$ cat config.mk
export PLATFORM = sky130hd
export DESIGN_NAME = fetch_ctrl_flat
export DESIGN_NICKNAME = d
export VERILOG_FILES = /design/src/rtl/rv32i_types.sv /design/src/rtl/fetch_ctrl_if.sv /design/src/rtl/fetch_skid.sv /design/src/rtl/fetch_ctrl.sv /design/src/flat_wrapper.sv
export SDC_FILE = /design/constraint.sdc
export NUM_CORES = 1
export LEC_CHECK = 0
export ABC_AREA = 1
export BUFFER_PORTS_ARGS = -buffer_cell sky130_fd_sc_hd__buf_2
export CORE_MARGIN = 2
export CORE_UTILIZATION = 40
export CTS_CLUSTER_DIAMETER = 60
export CTS_CLUSTER_SIZE = 25
export DETAILED_ROUTE_END_ITERATION = 10
export HOLD_SLACK_MARGIN = 0.08
export PLACE_DENSITY = 0.66
export SYNTH_ARGS = -nofsm -noshare
export SYNTH_HDL_FRONTEND = slang
export SYNTH_HIERARCHICAL = 1
export SYNTH_SLANG_ARGS = --single-unit
$ cat constraint.sdc
create_clock -name clk -period 5.05 [get_ports clk]
set_input_delay 0.2525 -clock clk [delete_from_list [all_inputs] [get_ports clk]]
set_output_delay 0.2525 -clock clk [all_outputs]
set_load 0.05 [all_outputs]
$ cat src/rtl/rv32i_types.sv
// ============================================================================
// Module   : rv32i_types (package)
// Purpose  : Shared front-end types: fetch sequencer state encoding and the
//            pc/instruction packet carried from imem to the instruction queue.
// Revision : 1.0 - initial release
// ============================================================================
`default_nettype none

package rv32i_types;

   typedef enum logic [1:0] {
      ISSUE  = 2'd0,
      WAIT   = 2'd1,
      SQUASH = 2'd2,
      HOLD   = 2'd3
   } fetch_ctrl_state_t;

   typedef struct packed {
      logic [31:0] pc;
      logic [31:0] inst;
   } fetch_pkt_t;

   localparam logic [3:0]  RMASK_WORD = 4'hF;
   localparam logic [31:0] PC_STEP    = 32'd4;

   // Sequential PC; 32-bit modulo so the top of the address space wraps to 0.
   function automatic logic [31:0] next_pc(input logic [31:0] pc);
      return pc + PC_STEP;
   endfunction

endpackage

`default_nettype wire

$ cat src/rtl/fetch_ctrl_if.sv
// ============================================================================
// Module   : fetch_ctrl_if
// Purpose  : Bundles the fetch sequencer's imem read port, instruction-queue
//            push side, redirect input and performance counters.
//            master = fetch sequencer, slave = surrounding front end.
// Revision : 1.0 - initial release
// ============================================================================
`default_nettype none

interface fetch_ctrl_if;
   logic        branch_mispredict;
   logic [31:0] redirect_pc;
   logic        queue_full;
   logic [31:0] imem_addr;
   logic [3:0]  imem_rmask;
   logic        imem_resp;
   logic [31:0] imem_rdata;
   logic        fetch_valid;
   logic [31:0] fetch_pc;
   logic [31:0] fetch_inst;
   logic [31:0] perf_fetched;
   logic [31:0] perf_squashed;

   modport master (
      input  branch_mispredict, redirect_pc, queue_full, imem_resp, imem_rdata,
      output imem_addr, imem_rmask, fetch_valid, fetch_pc, fetch_inst,
             perf_fetched, perf_squashed
   );

   modport slave (
      output branch_mispredict, redirect_pc, queue_full, imem_resp, imem_rdata,
      input  imem_addr, imem_rmask, fetch_valid, fetch_pc, fetch_inst,
             perf_fetched, perf_squashed
   );
endinterface

`default_nettype wire

$ cat src/rtl/fetch_skid.sv
// ============================================================================
// Module   : fetch_skid
// Purpose  : Single-entry hold register for a fetched pc/instruction packet
//            that arrived while the instruction queue was full.
// Revision : 1.0 - initial release
// ============================================================================
`default_nettype none

module fetch_skid
   import rv32i_types::*;
(
   input  wire logic       clk,
   input  wire logic       rst,
   input  wire logic       load,
   input  wire logic       clear,
   input  wire fetch_pkt_t din,
   output fetch_pkt_t      dout,
   output logic            valid
);

   fetch_pkt_t pkt;
   logic       pkt_valid;

   // Capture a packet on load; clear wipes it back to the reset image.
   always_ff @(posedge clk or posedge rst) begin
      if (rst) begin
         pkt       <= '0;
         pkt_valid <= 1'b0;
      end else if (clear) begin
         pkt       <= '0;
         pkt_valid <= 1'b0;
      end else if (load) begin
         pkt       <= din;
         pkt_valid <= 1'b1;
      end
   end

   assign dout  = pkt;
   assign valid = pkt_valid;

endmodule

`default_nettype wire

$ cat src/rtl/fetch_ctrl.sv
// ============================================================================
// Module   : fetch_ctrl
// Purpose  : Fetch sequencer owning the PC and the single imem read port.
//            Issues reads, pushes pc/inst to the instruction queue, parks a
//            response in a skid register while the queue is full, and
//            redirects on mispredict while discarding stale responses.
//            Optional macro FETCH_CTRL_PERF_EN enables the perf counters;
//            without it both counter ports are tied to zero.
// Revision : 1.0 - initial release
// ============================================================================
`default_nettype none

module fetch_ctrl
   import rv32i_types::*;
#(
   parameter logic [31:0] RESET_PC = 32'h1eceb000
) (
   input  wire logic    clk,
   input  wire logic    rst,
   fetch_ctrl_if.master bus
);

   fetch_ctrl_state_t state, state_nx;
   logic [31:0]       pc, pc_nx, pc_inc;
   logic              skid_load, skid_clear, squash_evt;
   fetch_pkt_t        hold_pkt;
   logic              hold_valid;
   logic [3:0]        rmask;
   logic [31:0]       addr;
   logic              push;
   logic [31:0]       push_pc, push_inst;

   assign pc_inc = next_pc(pc);

   fetch_skid u_skid (
      .clk   (clk),
      .rst   (rst),
      .load  (skid_load),
      .clear (skid_clear),
      .din   ('{pc: pc, inst: bus.imem_rdata}),
      .dout  (hold_pkt),
      .valid (hold_valid)
   );

   // State and PC registers.
   always_ff @(posedge clk or posedge rst) begin
      if (rst) begin
         state <= ISSUE;
         pc    <= RESET_PC;
      end else begin
         state <= state_nx;
         pc    <= pc_nx;
      end
   end

   // Next state / next PC; pc always names the next word to request or the
   // word currently outstanding.
   always_comb begin
      state_nx   = state;
      pc_nx      = pc;
      skid_load  = 1'b0;
      skid_clear = 1'b0;
      squash_evt = 1'b0;
      case (state)
         ISSUE: begin
            if (bus.branch_mispredict)  pc_nx    = bus.redirect_pc;
            else if (!bus.queue_full)   state_nx = WAIT;
         end
         WAIT: begin
            if (bus.branch_mispredict && bus.imem_resp) begin
               pc_nx      = bus.redirect_pc;
               state_nx   = ISSUE;
               squash_evt = 1'b1;
            end else if (bus.branch_mispredict) begin
               pc_nx    = bus.redirect_pc;
               state_nx = SQUASH;
            end else if (bus.imem_resp && !bus.queue_full) begin
               pc_nx = pc_inc;
            end else if (bus.imem_resp) begin
               skid_load = 1'b1;
               pc_nx     = pc_inc;
               state_nx  = HOLD;
            end
         end
         SQUASH: begin
            if (bus.branch_mispredict) pc_nx = bus.redirect_pc;
            if (bus.imem_resp) begin
               state_nx   = ISSUE;
               squash_evt = 1'b1;
            end
         end
         HOLD: begin
            if (bus.branch_mispredict) begin
               skid_clear = 1'b1;
               pc_nx      = bus.redirect_pc;
               state_nx   = ISSUE;
               squash_evt = 1'b1;
            end else if (!bus.queue_full) begin
               skid_clear = 1'b1;
               state_nx   = ISSUE;
            end
         end
         default: state_nx = ISSUE;
      endcase
   end

   // Request and push outputs; both are held quiet while reset is asserted.
   always_comb begin
      rmask     = 4'h0;
      addr      = pc;
      push      = 1'b0;
      push_pc   = '0;
      push_inst = '0;
      if (!rst) begin
         case (state)
            ISSUE: begin
               if (!bus.branch_mispredict && !bus.queue_full) rmask = RMASK_WORD;
            end
            WAIT: begin
               if (!bus.branch_mispredict && bus.imem_resp && !bus.queue_full) begin
                  push      = 1'b1;
                  push_pc   = pc;
                  push_inst = bus.imem_rdata;
                  rmask     = RMASK_WORD;
                  addr      = pc_inc;
               end
            end
            HOLD: begin
               if (!bus.branch_mispredict && !bus.queue_full && hold_valid) begin
                  push      = 1'b1;
                  push_pc   = hold_pkt.pc;
                  push_inst = hold_pkt.inst;
               end
            end
            default: ;
         endcase
      end
   end

   assign bus.imem_rmask  = rmask;
   assign bus.imem_addr   = addr;
   assign bus.fetch_valid = push;
   assign bus.fetch_pc    = push_pc;
   assign bus.fetch_inst  = push_inst;

`ifdef FETCH_CTRL_PERF_EN
   logic [31:0] cnt_fetched, cnt_squashed;

   // Count pushes and discarded responses / dropped hold entries.
   always_ff @(posedge clk or posedge rst) begin
      if (rst) begin
         cnt_fetched  <= '0;
         cnt_squashed <= '0;
      end else begin
         if (push)       cnt_fetched  <= cnt_fetched + 32'd1;
         if (squash_evt) cnt_squashed <= cnt_squashed + 32'd1;
      end
   end

   assign bus.perf_fetched  = cnt_fetched;
   assign bus.perf_squashed = cnt_squashed;
`else
   assign bus.perf_fetched  = '0;
   assign bus.perf_squashed = '0;
`endif

endmodule

`default_nettype wire

$ cat src/flat_wrapper.sv
// flat-port wrapper written by rule: the top's interface ports become plain ports
module fetch_ctrl_flat import rv32i_types::*;
#(
   parameter logic [31:0] RESET_PC = 32'h1eceb000
)
  (clk, rst, bus_branch_mispredict, bus_redirect_pc, bus_queue_full, bus_imem_resp, bus_imem_rdata, bus_imem_addr, bus_imem_rmask, bus_fetch_valid, bus_fetch_pc, bus_fetch_inst, bus_perf_fetched, bus_perf_squashed);
  fetch_ctrl_if bus_i ();
  input  wire logic clk;
  input  wire logic rst;
  input wire logic [$bits(bus_i.branch_mispredict)-1:0] bus_branch_mispredict;
  input wire logic [$bits(bus_i.redirect_pc)-1:0] bus_redirect_pc;
  input wire logic [$bits(bus_i.queue_full)-1:0] bus_queue_full;
  input wire logic [$bits(bus_i.imem_resp)-1:0] bus_imem_resp;
  input wire logic [$bits(bus_i.imem_rdata)-1:0] bus_imem_rdata;
  output wire logic [$bits(bus_i.imem_addr)-1:0] bus_imem_addr;
  output wire logic [$bits(bus_i.imem_rmask)-1:0] bus_imem_rmask;
  output wire logic [$bits(bus_i.fetch_valid)-1:0] bus_fetch_valid;
  output wire logic [$bits(bus_i.fetch_pc)-1:0] bus_fetch_pc;
  output wire logic [$bits(bus_i.fetch_inst)-1:0] bus_fetch_inst;
  output wire logic [$bits(bus_i.perf_fetched)-1:0] bus_perf_fetched;
  output wire logic [$bits(bus_i.perf_squashed)-1:0] bus_perf_squashed;
  assign bus_i.branch_mispredict = bus_branch_mispredict;
  assign bus_i.redirect_pc = bus_redirect_pc;
  assign bus_i.queue_full = bus_queue_full;
  assign bus_i.imem_resp = bus_imem_resp;
  assign bus_i.imem_rdata = bus_imem_rdata;
  assign bus_imem_addr = bus_i.imem_addr;
  assign bus_imem_rmask = bus_i.imem_rmask;
  assign bus_fetch_valid = bus_i.fetch_valid;
  assign bus_fetch_pc = bus_i.fetch_pc;
  assign bus_fetch_inst = bus_i.fetch_inst;
  assign bus_perf_fetched = bus_i.perf_fetched;
  assign bus_perf_squashed = bus_i.perf_squashed;
  fetch_ctrl #(.RESET_PC(RESET_PC)) u_core (.clk(clk), .rst(rst), .bus(bus_i));
endmodule
==> flow_summary_export.csv <==
group,metric,value,unit
timing,timing.fmax,0.323,GHz
cells_and_area,layout.nets,1186,
setup_path,crit_fanout,44,
die,die_w,136,um
clock_network,clock-root-buffer,"sky130_fd_sc_hd__clkbuf_16",
drt,post_drt_wl_per_cell,14.8,um
synth,synth.largest_area_cell,"sky130_fd_sc_hd__dfrtp_1",
synth,yosysTopAreaCellShare,31.4,%
cells_and_area,share_of_post_route_cells_with_drive_strength_above_1,21.5,%
synth,share_of_the_yosys_chip_area_belonging_to_registers,36.0,%
clock_network,clk-insertion-delay-late,0.34,ns
cells_and_area,syn2layout_area_growth,13.5,%
synth,ys_top_cells_by_count,"sky130_fd_sc_hd__nand2_1 (291), sky130_fd_sc_hd__nor2_1 (130), sky130_fd_sc_hd__nand3_1 (92)",
drt,avgViaCountPerCell,5.07,
cells_and_area,final_area,7860,sq um
synth,synth_fa_ha_area_share,0.361,%
clock_network,ctsResizeCount,0,
synth,synthesized_area_fraction_occupied_by_ao_oa_aoi_and_oai_cells,13.3,%
power_and_ir_drop,peakVddDrop,193,uV
drt,first_iter_violations,513,
synth,post_synth.cell_area_avg,6.99,sq um
synth,synthMuxAreaShare,0.145,%
timing,layout_min_cycle_time,3.09,ns
timing,measured_slew_at_the_worst_slew_check_pin,1.20,ns
drt,totalWireLength,20.0,mm
placement,postPlaceCellArea,7530,sq um
setup_path,criticalPathCategory,"flip-flop to output port",
drt,dr.pass1.iters,5,
placement,dp_hpwl,13.8,mm
setup_path,kind_of_capture_point_of_the_worst_setup_path,"output port",
setup_path,critPathArrivalTime,2.84,ns
timing,timing.final.crit_share,61.3,%
synth,netlist_top_cells_area,"sky130_fd_sc_hd__dfrtp_1 (31%), sky130_fd_sc_hd__nand2_1 (16%), sky130_fd_sc_hd__buf_4 (8.6%)",
synth,synthArstFlopShare,100,%
synth,synthXorXnorAreaFrac,1.39,%
global_route,grt_pass1_wl,31.0,mm
synth,yosys.area_share.simple,33.5,%
drt,drc,0,
setup_path,startpoint_type_of_the_worst_setup_path,"flip-flop",
run_status,run_status,"finished, final reports clean",
drt,final_antenna_net_count,0,
synth,synth.ff_latch_count,99,
global_route,grt_max_degree,69,
timing,final_report_hold_violation_count,0,
worst_hold_path,worstHoldPathType,"input port to flip-flop",
synth,yosys_warnings,6,
power_and_ir_drop,p_leak,4.19,nW
synth,largest_family_of_logic_cells_by_synthesized_area,"simple AND/OR/NAND/NOR gates",
synth,postSynth.topFlopCell,"sky130_fd_sc_hd__dfrtp_1",
synth,synth-edff-count,0,
placement,portBuffers,169,
clock_network,clk_transition_reported_paths,0.07,ns
die,ios,234,
global_route,number_of_antenna_violations_at_the_first_check_in_global_routing,2,
drt,detailroute.via_count,6835,
clock_network,cts_inserted_buffers,9,
die,core.rowCount,48,
timing,hold_ws,0.128,ns
timing,finalMaxSlewViolations,0,
die,core_region_area,17100,sq um
flow_run,max_cap_viol_count,0,
timing,worst_setup_skew_after_layout,0.00446,ns
clock_network,cts-htree-levels,3,
clock_network,clock_tree_sinks,99,
setup_path,timing.critical_path.required,4.80,ns
timing,setup_total_neg_slack,0,ns
synth,gate_count_of_the_mapped_netlist,991,
placement,place.gp.congestion,0.851,
synth,ys_types,41,
synth,synthesis.area,6920,sq um
clock_network,tritoncts_clock_tree,"built",
die,fp.dieArea,18400,sq um
clock_network,hold_buffers,0,
timing,timing.slew.headroom,20.0,%
global_route,grt_overflow_total,0,
power_and_ir_drop,power.density_cell_area,461,nW/um^2
synth,synth.most_common_cell,"sky130_fd_sc_hd__nand2_1",
global_route,grtUsageTotal,21.4,%
global_route,vias_in_the_first_global_route,5892,
timing,setup_viol,0,
die,die_height,136,um
die,initial_core_util,40.4,%
clock_network,ctsLongestPathBuffers,2,
clock_network,postCtsSetupRepairBufs,0,
timing,rsz0062_at_grt,"false",
power by group:
part | internal (mW) | switching, mW | leakage (nW)
Combinational | 0.377 | 1.07 | 2.79
Sequential | 1.12 | 0.305 | 1.24
Clock | 0.449 | 0.301 | 0.157
Total | 1.94 | 1.68 | 4.19
area by class of cell:
type / instances / area [sq um]
Antenna cell: 2 / 5.00
Clock buffer: 12 / 246
Clock inverter: 4 / 73.8
Fill cell: 1814 / 9260
Inverter: 63 / 241
Multi-Input combinational cell: 766 / 3620
Sequential cell: 99 / 2490
Tap cell: 225 / 282
Timing Repair Buffer: 176 / 898
critical path: stages, from the launching register on:
cell,delay (ns)
sky130_fd_sc_hd__dfrtp_1,0.43
sky130_fd_sc_hd__inv_2,0.09
sky130_fd_sc_hd__nor2_4,0.14
sky130_fd_sc_hd__nand2_4,0.12
sky130_fd_sc_hd__nor2_4,0.47
sky130_fd_sc_hd__buf_4,0.52
sky130_fd_sc_hd__a22oi_1,0.16
sky130_fd_sc_hd__nor2_1,0.24
sky130_fd_sc_hd__buf_2,0.31
cell usage in the layout, fill, tap and decap left out, drive strengths merged, types with 7 or more instances in the layout:
master  instances
dfstp          12
nand2         299
clkbuf         12
conb           64
nand3          93
xor2            7
o21ai          42
nor2          145
buf           176
inv            60
a22oi          64
o21bai          7
o22ai          13
a21oi           8
dfrtp          87
metrics by stage:
step,worst slack (ns),power (mW),cells,util [%]
6_report,1.96,3.62,1347,45.9
2_1_floorplan,2.43,2.55,1054,-
3_3_place_gp,2.23,2.85,1329,44.0
3_5_place_dp,2.23,2.87,1329,44.0
4_1_cts,1.94,3.64,1345,45.9
5_1_grt,1.74,3.86,1345,45.9
flip-flops by register name, summed over array words and instances (netlist names):
signal / flops
u_core/pc: 32
u_core/u_skid/dout: 64
u_core/state: 2
u_core/u_skid/valid: 1
worst paths after layout:
| kind | startpoint | to | slack [ns] | cells after the start |
|---|---|---|---|---|
| max | u_core/state[0]$_DFFE_PP0P_ | bus_fetch_pc[17] | 1.96 | 8 |
| min | bus_redirect_pc[1] | u_core/pc[1]$_DFFE_PP0P_ | 0.13 | 3 |
| max reg2reg | u_core/state[0]$_DFFE_PP0P_ | u_core/pc[11]$_DFFE_PP0P_ | 2.87 | 9 |
| min reg2reg | u_core/u_skid/dout[8]$_DFFE_PP0P_ | u_core/u_skid/dout[8]$_DFFE_PP0P_ | 0.47 | 2 |
| max in group asynchronous | rst | u_core/u_skid/dout[62]$_DFFE_PP0P_ | 3.73 | 4 |
| min in group asynchronous | rst | u_core/u_skid/valid$_DFFE_PP0P_ | 0.35 | 3 |
metal layers:
layer,GRT usage [%],vias to the layer above,part of all wire (%)
met4,7.87,0,2.4
met1,30.3,3186,45
met5,0,-,0
li1,-,3329,-
met2,32.7,291,45
met3,4.00,29,7.7
cell families after synthesis:
kind of cell    after synthesis
simple gates                547
other cells                   1
buf+inv                     189
fa+ha+maj                     2
xor+xnor                     11
mux                           1
compound gates              141
flops                        99
No activity file was read; power rests on OpenSTA's default activity.
